### src/rtl/needle_pkg.sv
// rtl/needle_pkg.sv - shared state encoding and constants for the needle generator
package needle_pkg;

    typedef enum logic {
        IDLE  = 1'b0,
        PULSE = 1'b1
    } state_t;

    localparam int   MIN_WIDTH      = 1;
    localparam logic SYNC_RESET_VAL = 1'b1;

endpackage

### src/rtl/needle_gen_if.sv
// rtl/needle_gen_if.sv - trigger/gate inputs and needle/busy/missed outputs of the generator
interface needle_gen_if #(
    parameter int CHANNELS   = 4,
    parameter int WIDTH_BITS = 8
);
    logic [CHANNELS-1:0]   in;
    logic [CHANNELS-1:0]   gate;
    logic [WIDTH_BITS-1:0] width;
    logic                  retrig;
    logic                  clr_missed;
    logic [CHANNELS-1:0]   needle;
    logic [CHANNELS-1:0]   busy;
    logic [CHANNELS-1:0]   missed;

    modport master (
        output in, gate, width, retrig, clr_missed,
        input  needle, busy, missed
    );

    modport slave (
        input  in, gate, width, retrig, clr_missed,
        output needle, busy, missed
    );
endinterface

### src/rtl/needle_chan.sv
// rtl/needle_chan.sv - one needle channel: synchroniser, edge detect, pulse FSM, missed flag
module needle_chan
    import needle_pkg::*;
#(
    parameter int WIDTH_BITS  = 8,
    parameter int SYNC_STAGES = 2
) (
    input  logic                  clk,
    input  logic                  reset,
    input  logic                  in,
    input  logic                  gate,
    input  logic [WIDTH_BITS-1:0] width,
    input  logic                  retrig,
    input  logic                  clr_missed,
    output logic                  needle,
    output logic                  busy,
    output logic                  missed
);

    logic [SYNC_STAGES-1:0] sync_q;
    logic                   prev_q;
    logic                   edge_det;
    logic                   miss_set;
    logic [WIDTH_BITS-1:0]  load_val;
    logic [WIDTH_BITS-1:0]  cnt;
    state_t                 state;

    // Sync and history flops reset high so a level already high at release is not an edge.
    assign edge_det = sync_q[SYNC_STAGES-1] & ~prev_q;
    assign miss_set = (state == PULSE) & gate & edge_det & ~retrig;
    assign load_val = (width == '0) ? WIDTH_BITS'(MIN_WIDTH) : width;

    always_ff @(posedge clk or posedge reset) begin
        if (reset) begin
            sync_q <= {SYNC_STAGES{SYNC_RESET_VAL}};
            prev_q <= SYNC_RESET_VAL;
            state  <= IDLE;
            cnt    <= '0;
            needle <= 1'b1;
            busy   <= 1'b0;
            missed <= 1'b0;
        end else begin
            sync_q <= {sync_q[SYNC_STAGES-2:0], in};
            prev_q <= sync_q[SYNC_STAGES-1];

            if (miss_set)
                missed <= 1'b1;
            else if (clr_missed)
                missed <= 1'b0;

            case (state)
                IDLE: begin
                    if (edge_det && gate) begin
                        cnt    <= load_val;
                        state  <= PULSE;
                        needle <= 1'b0;
                        busy   <= 1'b1;
                    end
                end
                PULSE: begin
                    if (!gate) begin
                        state  <= IDLE;
                        cnt    <= '0;
                        needle <= 1'b1;
                        busy   <= 1'b0;
                    end else if (edge_det && retrig) begin
                        cnt <= load_val;
                    end else if (cnt <= WIDTH_BITS'(1)) begin
                        // Final cycle: counter stops at 1 and never wraps.
                        state  <= IDLE;
                        cnt    <= '0;
                        needle <= 1'b1;
                        busy   <= 1'b0;
                    end else begin
                        cnt <= cnt - WIDTH_BITS'(1);
                    end
                end
                default: begin
                    state  <= IDLE;
                    needle <= 1'b1;
                    busy   <= 1'b0;
                end
            endcase
        end
    end

endmodule

### src/rtl/needle_gen.sv
// rtl/needle_gen.sv - multi-channel needle pulse generator with shared width and mode controls
module needle_gen
    import needle_pkg::*;
#(
    parameter int CHANNELS    = 4,
    parameter int WIDTH_BITS  = 8,
    parameter int SYNC_STAGES = 2
) (
    input  logic        clk,
    input  logic        reset,
    needle_gen_if.slave bus
);

    for (genvar g = 0; g < CHANNELS; g++) begin : g_chan
        needle_chan #(
            .WIDTH_BITS (WIDTH_BITS),
            .SYNC_STAGES(SYNC_STAGES)
        ) u_chan (
            .clk       (clk),
            .reset     (reset),
            .in        (bus.in[g]),
            .gate      (bus.gate[g]),
            .width     (bus.width),
            .retrig    (bus.retrig),
            .clr_missed(bus.clr_missed),
            .needle    (bus.needle[g]),
            .busy      (bus.busy[g]),
            .missed    (bus.missed[g])
        );
    end

endmodule

### src/flat_wrapper.sv
// flat-port wrapper written by rule: the top's interface ports become plain ports
module needle_gen_flat import needle_pkg::*;
#(
    parameter int CHANNELS    = 4,
    parameter int WIDTH_BITS  = 8,
    parameter int SYNC_STAGES = 2
)
  (clk, reset, bus_in, bus_gate, bus_width, bus_retrig, bus_clr_missed, bus_needle, bus_busy, bus_missed);
  needle_gen_if #(.CHANNELS(CHANNELS), .WIDTH_BITS(WIDTH_BITS)) bus_i ();
  input  logic clk;
  input  logic reset;
  input wire logic [$bits(bus_i.in)-1:0] bus_in;
  input wire logic [$bits(bus_i.gate)-1:0] bus_gate;
  input wire logic [$bits(bus_i.width)-1:0] bus_width;
  input wire logic [$bits(bus_i.retrig)-1:0] bus_retrig;
  input wire logic [$bits(bus_i.clr_missed)-1:0] bus_clr_missed;
  output wire logic [$bits(bus_i.needle)-1:0] bus_needle;
  output wire logic [$bits(bus_i.busy)-1:0] bus_busy;
  output wire logic [$bits(bus_i.missed)-1:0] bus_missed;
  assign bus_i.in = bus_in;
  assign bus_i.gate = bus_gate;
  assign bus_i.width = bus_width;
  assign bus_i.retrig = bus_retrig;
  assign bus_i.clr_missed = bus_clr_missed;
  assign bus_needle = bus_i.needle;
  assign bus_busy = bus_i.busy;
  assign bus_missed = bus_i.missed;
  needle_gen #(.CHANNELS(CHANNELS), .WIDTH_BITS(WIDTH_BITS), .SYNC_STAGES(SYNC_STAGES)) u_core (.clk(clk), .reset(reset), .bus(bus_i));
endmodule
### config.mk
export PLATFORM = sky130hd
export DESIGN_NAME = needle_gen_flat
export DESIGN_NICKNAME = d
export VERILOG_FILES = /design/src/rtl/needle_pkg.sv /design/src/rtl/needle_gen_if.sv /design/src/rtl/needle_chan.sv /design/src/rtl/needle_gen.sv /design/src/flat_wrapper.sv
export SDC_FILE = /design/constraint.sdc
export NUM_CORES = 1
export LEC_CHECK = 0
export CAP_MARGIN = 15
export CORE_MARGIN = 2
export CORE_UTILIZATION = 58
export CTS_CLUSTER_SIZE = 40
export DETAILED_ROUTE_END_ITERATION = 16
export GPL_TIMING_DRIVEN = 0
export PLACE_DENSITY = 0.89
export SLEW_MARGIN = 40
export SYNTH_ARGS = -nofsm -noshare
export SYNTH_HDL_FRONTEND = slang
export SYNTH_SLANG_ARGS = --single-unit
### constraint.sdc
create_clock -name clk -period 2.55 [get_ports clk]
set_clock_uncertainty 0.2 [all_clocks]
set_input_delay 0.255 -clock clk [delete_from_list [all_inputs] [get_ports clk]]
set_output_delay 0.255 -clock clk [all_outputs]
set_load 0.02 [all_outputs]
==> flow_summary.ini, run 1 <==
[route]
via_per_inst = 6.218
drcViolationCount = 0
vias = 3165
firstDrtPassIters = 5
ant_nets = 0
drt_iter0_drc = 279
drt-wirelength-per-cell_um = 17.86
totalWireLength_mm = 9.091

[grt]
antenna_found_initial = 0
grt_overflow = 0
grt_max_degree = 34
track_usage_pct = 29.73
grt_pass1_vias = 3178
grt_pass1_wl_mm = 14.99

[run_status]
status = finished, final reports clean

[floorplanning]
die_w_um = 81.80
row_count = 28
die_area_sq_mm = 0.006691
io_pins = 32
initial_utilization_pct = 59.65
die_height_um = 81.80
coreArea_sq_mm = 0.005886

[clock_tree]
cts_root_buf = clkbuf_8
postCtsHoldBufs = 0
cts_resized = 0
clk_pin_slew_worst_paths_ns = 0.08
clk_latency_ns = 0.36
cts_made_buffers = 9
clockBufferDepth = 2
cts_max_level = 3
cts_tree = built
post-cts-setup-buffer-count = 0
cts_sinks = 60

[hold_path]
hp-class = primary input to async pin

[logic_synthesis]
yosysMostFrequentCell = dfrtp_1
ys_seq_area_share_pct = 43.34
syn-cell-area_sq_mm = 0.003511
synthCells = 389
ys_top_cells_by_area = dfrtp_1 31%, dfstp_2 12%, nor2_1 4.5%
ys_types = 60
async_reset_ff_share_pct = 100.0
ys.warnings.count = 0
post_synth.cell_area_avg_sq_um = 9.025
synth-main-ff-cell = dfrtp_1
synth_area_leader_cell = dfrtp_1
synth_common_cells = 44 x dfrtp_1, 42 x nor2_1, 28 x nand2_1, 28 x o21ai_0, 23 x a21oi_1
synth_edf_count = 0
synth_nets = 417
synth_seq_cells = 60
yosysTopAreaCellShare_pct = 31.36

[sta]
rsz0062_at_grt = no
finalCritPeriodShare_pct = 89.13
setup_tns_ns = 0
hold_violations = 0
period_needed_ns = 2.273
clock.fmax_mhz = 440.0
tightest_slew_ns = 0.8046
setup_viol = 0
slew_headroom_pct = 46.36
slew_violations = 0

[setup_path]
r2r-end = u_core.g_chan[1].u_chan.cnt[5]
cp-endpoint = u_core.g_chan[3].u_chan.cnt[5]
crit_path_end_kind = register
worstSetupPathType = primary input to register
worstPathMaxFanout = 10
path_cells = clkdlybuf4s50_1 -> buf_2 -> nand3b_1 -> a31o_2 -> buf_2 -> o32ai_1
cpPeakStageDelay_ns = 0.60
worstPathArrival_ns = 2.31
r2r-start = u_core.g_chan[1].u_chan.cnt[0]
crit_path_top_delay_cell = clkdlybuf4s50_1
path_common_cell = buf_2
worstRegToRegCells = 8
startpoint = bus_retrig
setup.reg_to_reg.worst_slack_ns = 0.28
required_ns = 2.59
worst_setup_path_start_kind = primary input

[power]
switching_share_pct = 34.51
sequentialPowerShare_pct = 41.7
clkPwrFrac_pct = 29.0
p_per_area_mw_per_mm2 = 796.3
pwr-share-comb_pct = 29.3
intPower_uw = 2151
vdd_ir_drop_max_uv = 575.7
p_leak_uw = 0.001739
switching_power_uw = 1133

[placement]
io_buffer_count = 28
dp_hpwl_mm = 6.030
gp_congestion = 0.9152
dp_cells = 493

[finish]
drive_gt1_share_pct = 13.59
finalNonFillerCells = 509
nets = 457
area_growth_pct = 17.46
antenna_cells = 0
fill_cells = 444

[run]
drv_cap = 0
-- power by group through the flow --
stage | Combinational (uW) | Sequential [uW] | Clock, uW
2_1_floorplan | 702 | 1320 | 0
3_5_place_dp | 939 | 1370 | 0
5_1_grt | 1060 | 1390 | 1010
6_report | 962 | 1370 | 953
3_3_place_gp | 887 | 1360 | 0
4_1_cts | 950 | 1360 | 966
-- routing by layer --
metal | GRT usage, % | part of all wire, %
met1 | 36.77 | 41
met2 | 48.29 | 49
met3 | 8.462 | 7.1
met5 | 0 | 0
met4 | 13.50 | 2.8
-- worst max-delay path: cells and delay by family --
| family | cells | cell delay (ns) |
|---|---|---|
| buffers and inverters | 3 | 1.08 |
| AO/OA/AOI/OAI | 2 | 0.67 |
| AND/OR/NAND/NOR | 1 | 0.32 |
-- area by class of cell --
class | instances | area, sq um | share of cell area, %
timing repair buffer | 29 | 300.3 | 7.282
inverter | 21 | 81.33 | 1.972
buffer | 29 | 167.7 | 4.066
tap | 75 | 93.84 | 2.275
clock inverter | 6 | 88.84 | 2.154
sequential | 60 | 1521 | 36.89
clock buffer | 10 | 127.6 | 3.095
multi-input combinational | 279 | 1743 | 42.26
-- sequential cells by signal (all words and copies together) (netlist names) --
signal                       count
u_core.g_chan.u_chan.prev_q      4
u_core.g_chan.u_chan.needle      4
u_core.g_chan.u_chan.busy        4
u_core.g_chan.u_chan.cnt        32
u_core.g_chan.u_chan.state       4
u_core.g_chan.u_chan.sync_q      8
u_core.g_chan.u_chan.missed      4
-- how the worst min path moves through the flow --
stage,startpoint,end,slack [ns],cells past startpoint
after floorplan,bus_in[0],u_core.g_chan[0].u_chan.sync_q[0],0.06,0
after global placement,u_core.g_chan[3].u_chan.sync_q[0],u_core.g_chan[3].u_chan.sync_q[1],0.15,0
after detailed placement,u_core.g_chan[0].u_chan.sync_q[0],u_core.g_chan[0].u_chan.sync_q[1],0.15,0
after CTS,reset,u_core.g_chan[0].u_chan.state,0.09,2
after global routing,reset,u_core.g_chan[0].u_chan.state,0.11,2
final,reset,u_core.g_chan[0].u_chan.state,0.08,2
-- per-stage QoR --
step	utilization, %	instance area (sq um)	total power (uW)	setup WS, ns	hold slack, ns
5_1_grt	70.07	4124	3464	0.1546	0.1062
3_3_place_gp	66.01	3885	2245	-0.3916	0.1472
4_1_cts	70.07	4124	3276	0.3008	0.08736
2_1_floorplan	-	3511	2021	0.5488	0.05948
6_report	70.07	4124	3284	0.2772	0.08105
3_5_place_dp	66.39	3908	2310	-0.03217	0.1475
-- layout by cell type (no fill, tap or decap), types with 3 or more instances in the layout --
| master | count |
|---|---|
| a21oi_1 | 23 |
| nor3_1 | 14 |
| ha_1 | 8 |
| or4_1 | 3 |
| nand3b_1 | 8 |
| dfstp_2 | 16 |
| a211oi_1 | 3 |
| dfrtp_1 | 44 |
| o221ai_1 | 5 |
| o31ai_1 | 4 |
| clkbuf_1 | 12 |
| a21o_1 | 4 |
| a22oi_1 | 3 |
| nand2_1 | 28 |
| xnor2_1 | 4 |
| nor2_1 | 42 |
| nand2b_1 | 7 |
| a2bb2oi_1 | 3 |
| o22ai_1 | 10 |
| a21boi_0 | 5 |
| mux2i_1 | 7 |
| inv_1 | 20 |
| clkdlybuf4s50_1 | 28 |
| buf_4 | 12 |
| xor2_1 | 5 |
| buf_2 | 4 |
| and2_1 | 3 |
| clkbuf_8 | 9 |
| o32ai_1 | 3 |
| nor2b_1 | 4 |
| a31oi_1 | 4 |
| nand3_1 | 7 |
| o211a_1 | 3 |
| o21ai_0 | 28 |
| nor4_1 | 7 |
-- cells by family after synthesis --
| family | count (synthesis) | share of synthesized area [%] |
|---|---|---|
| AND/OR/NAND/NOR | 138 | 20.49 |
| AO/OA/AOI/OAI | 117 | 22.06 |
| flip-flops | 60 | 43.34 |
| buffers and inverters | 50 | 7.021 |
| XOR/XNOR | 9 | 2.245 |
| adder cells (fa/ha/maj) | 8 | 2.851 |
| multiplexers | 7 | 1.996 |
No activity file was read; power rests on OpenSTA's default activity.
==> run 2, diff against run 1 <==
- SLEW_MARGIN: 40 -> 20
==> flow_summary.ini, run 2 (same netlist as run 1, synthesis figures left out) <==
[clock_tree]
clk_pin_slew_worst_paths_ns = 0.06
cts_max_level = 3
clockBufferDepth = 2
cts_tree = built
cts_resized = 0
post-cts-setup-buffer-count = 0
cts_sinks = 60
postCtsHoldBufs = 0
cts_root_buf = clkbuf_8
clk_latency_ns = 0.35
cts_made_buffers = 9

[power]
p_leak_uw = 0.001729
p_per_area_mw_per_mm2 = 782.4
vdd_ir_drop_max_uv = 572.2

[sta]
period_needed_ns = 2.271
holdWs_ns = 0.1144
slew_headroom_pct = 48.55
setup_tns_ns = 0
tightest_slew_ns = 0.7717
finalCritPeriodShare_pct = 89.04
setup_viol = 0
rsz0062_at_grt = no
clock.fmax_mhz = 440.4
slew_violations = 0
hold_violations = 0
fin_ws_ns = 0.2794

[finish]
nets = 456
drive_gt1_share_pct = 13.39
largest_reg_flops = 32
antenna_cells = 0
final_cell_mix = 44 x dfrtp_1, 42 x nor2_1, 28 x nand2_1, 28 x o21ai_0, 28 x clkdlybuf4s50_1
area_growth_pct = 16.50
layout.core_utilization_pct = 69.49
finalNonFillerCells = 508
largest-register = u_core.g_chan.u_chan.cnt
layout_commonest_cell = dfrtp_1
largestRegisters = u_core.g_chan.u_chan.cnt x32, u_core.g_chan.u_chan.sync_q x8

[grt]
grt_pass1_wl_mm = 14.52
grt_pass1_vias = 3060
track_usage_pct = 28.72
antenna_found_initial = 0
grt_overflow = 0
grt_max_degree = 61

[hold_path]
min_path_cells = 1
min_from = bus_in[3]
hp-class = primary input to register

[run_status]
status = finished, final reports clean

[placement]
io_buffer_count = 28
dp_cells = 492
dp_hpwl_mm = 5.909
gp_congestion = 0.9152
place_ws_ns = -0.03202

[route]
totalWireLength_mm = 8.642
vias = 3191
firstDrtPassIters = 4
drt-wirelength-per-cell_um = 17.01
drcViolationCount = 0
ant_nets = 0
drt_iter0_drc = 250
via_per_inst = 6.281

[setup_path]
cp_top_family = compound AO/OA/AOI/OAI gates
crit_path_end_kind = register
startpoint = u_core.g_chan[1].u_chan.sync_q[1]
path_buf_inv = 1
required_ns = 2.58
path_cells = nor2b_1 -> a21o_1 -> nand2b_1 -> clkbuf_1 -> a21oi_1 -> a311o_1
worstSetupPathType = register to register
crit_path_top_delay_cell = dfstp_2
worstPathMaxFanout = 10
worstPathArrival_ns = 2.30
cp.depth = 6
worst_setup_path_start_kind = register
r2r-start = u_core.g_chan[1].u_chan.sync_q[1]
worstRegToRegCells = 6
cpPeakStageDelay_ns = 0.54

[floorplanning]
die_w_um = 81.80
initial_utilization_pct = 59.65
coreArea_sq_mm = 0.005886
die_area_sq_mm = 0.006691
row_count = 28
io_pins = 32
die_height_um = 81.80

[run]
drv_cap = 0
-- run 2: final cells by class --
| class | instances | area (sq um) |
|---|---|---|
| buffer | 29 | 167.7 |
| clock buffer | 12 | 155.1 |
| clock inverter | 4 | 47.55 |
| fill | 449 | 1795 |
| inverter | 21 | 81.33 |
| multi-input combinational | 279 | 1743 |
| sequential | 60 | 1521 |
| tap | 75 | 93.84 |
| timing repair buffer | 28 | 280.3 |
-- run 2: power by group --
part	switching, uW	internal (uW)	total, uW	leakage [uW]
Clock	384	501	886	0.000102
Sequential	215	1150	1370	0.000714
Combinational	501	446	947	0.000912
-- run 2: path summary, 6_finish.rpt --
path | endpoint | slack (ns)
min in group asynchronous | u_core.g_chan[0].u_chan.state | 0.18
setup / recovery | u_core.g_chan[1].u_chan.cnt[5] | 0.28
hold reg to reg | u_core.g_chan[0].u_chan.sync_q[1] | 0.15
setup reg to reg | u_core.g_chan[1].u_chan.cnt[5] | 0.28
hold / removal | u_core.g_chan[3].u_chan.sync_q[0] | 0.11
max in group asynchronous | u_core.g_chan[3].u_chan.state | 1.49
-- run 2: routing by layer --
layer	vias to the layer above	wire (um)	GRT usage, %
met1	1569	3786	36.03
met5	-	0	0
met4	0	231	11.50
li1	1480	-	-
met3	23	496	7.912
met2	119	4129	46.99
-- run 2: metrics by stage --
step	power (uW)	instance area [sq um]
finish	3200	4090
global route	3387	4090
CTS	3193	4090
detailed placement	2306	3887
global placement	2245	3885
floorplan	2021	3511
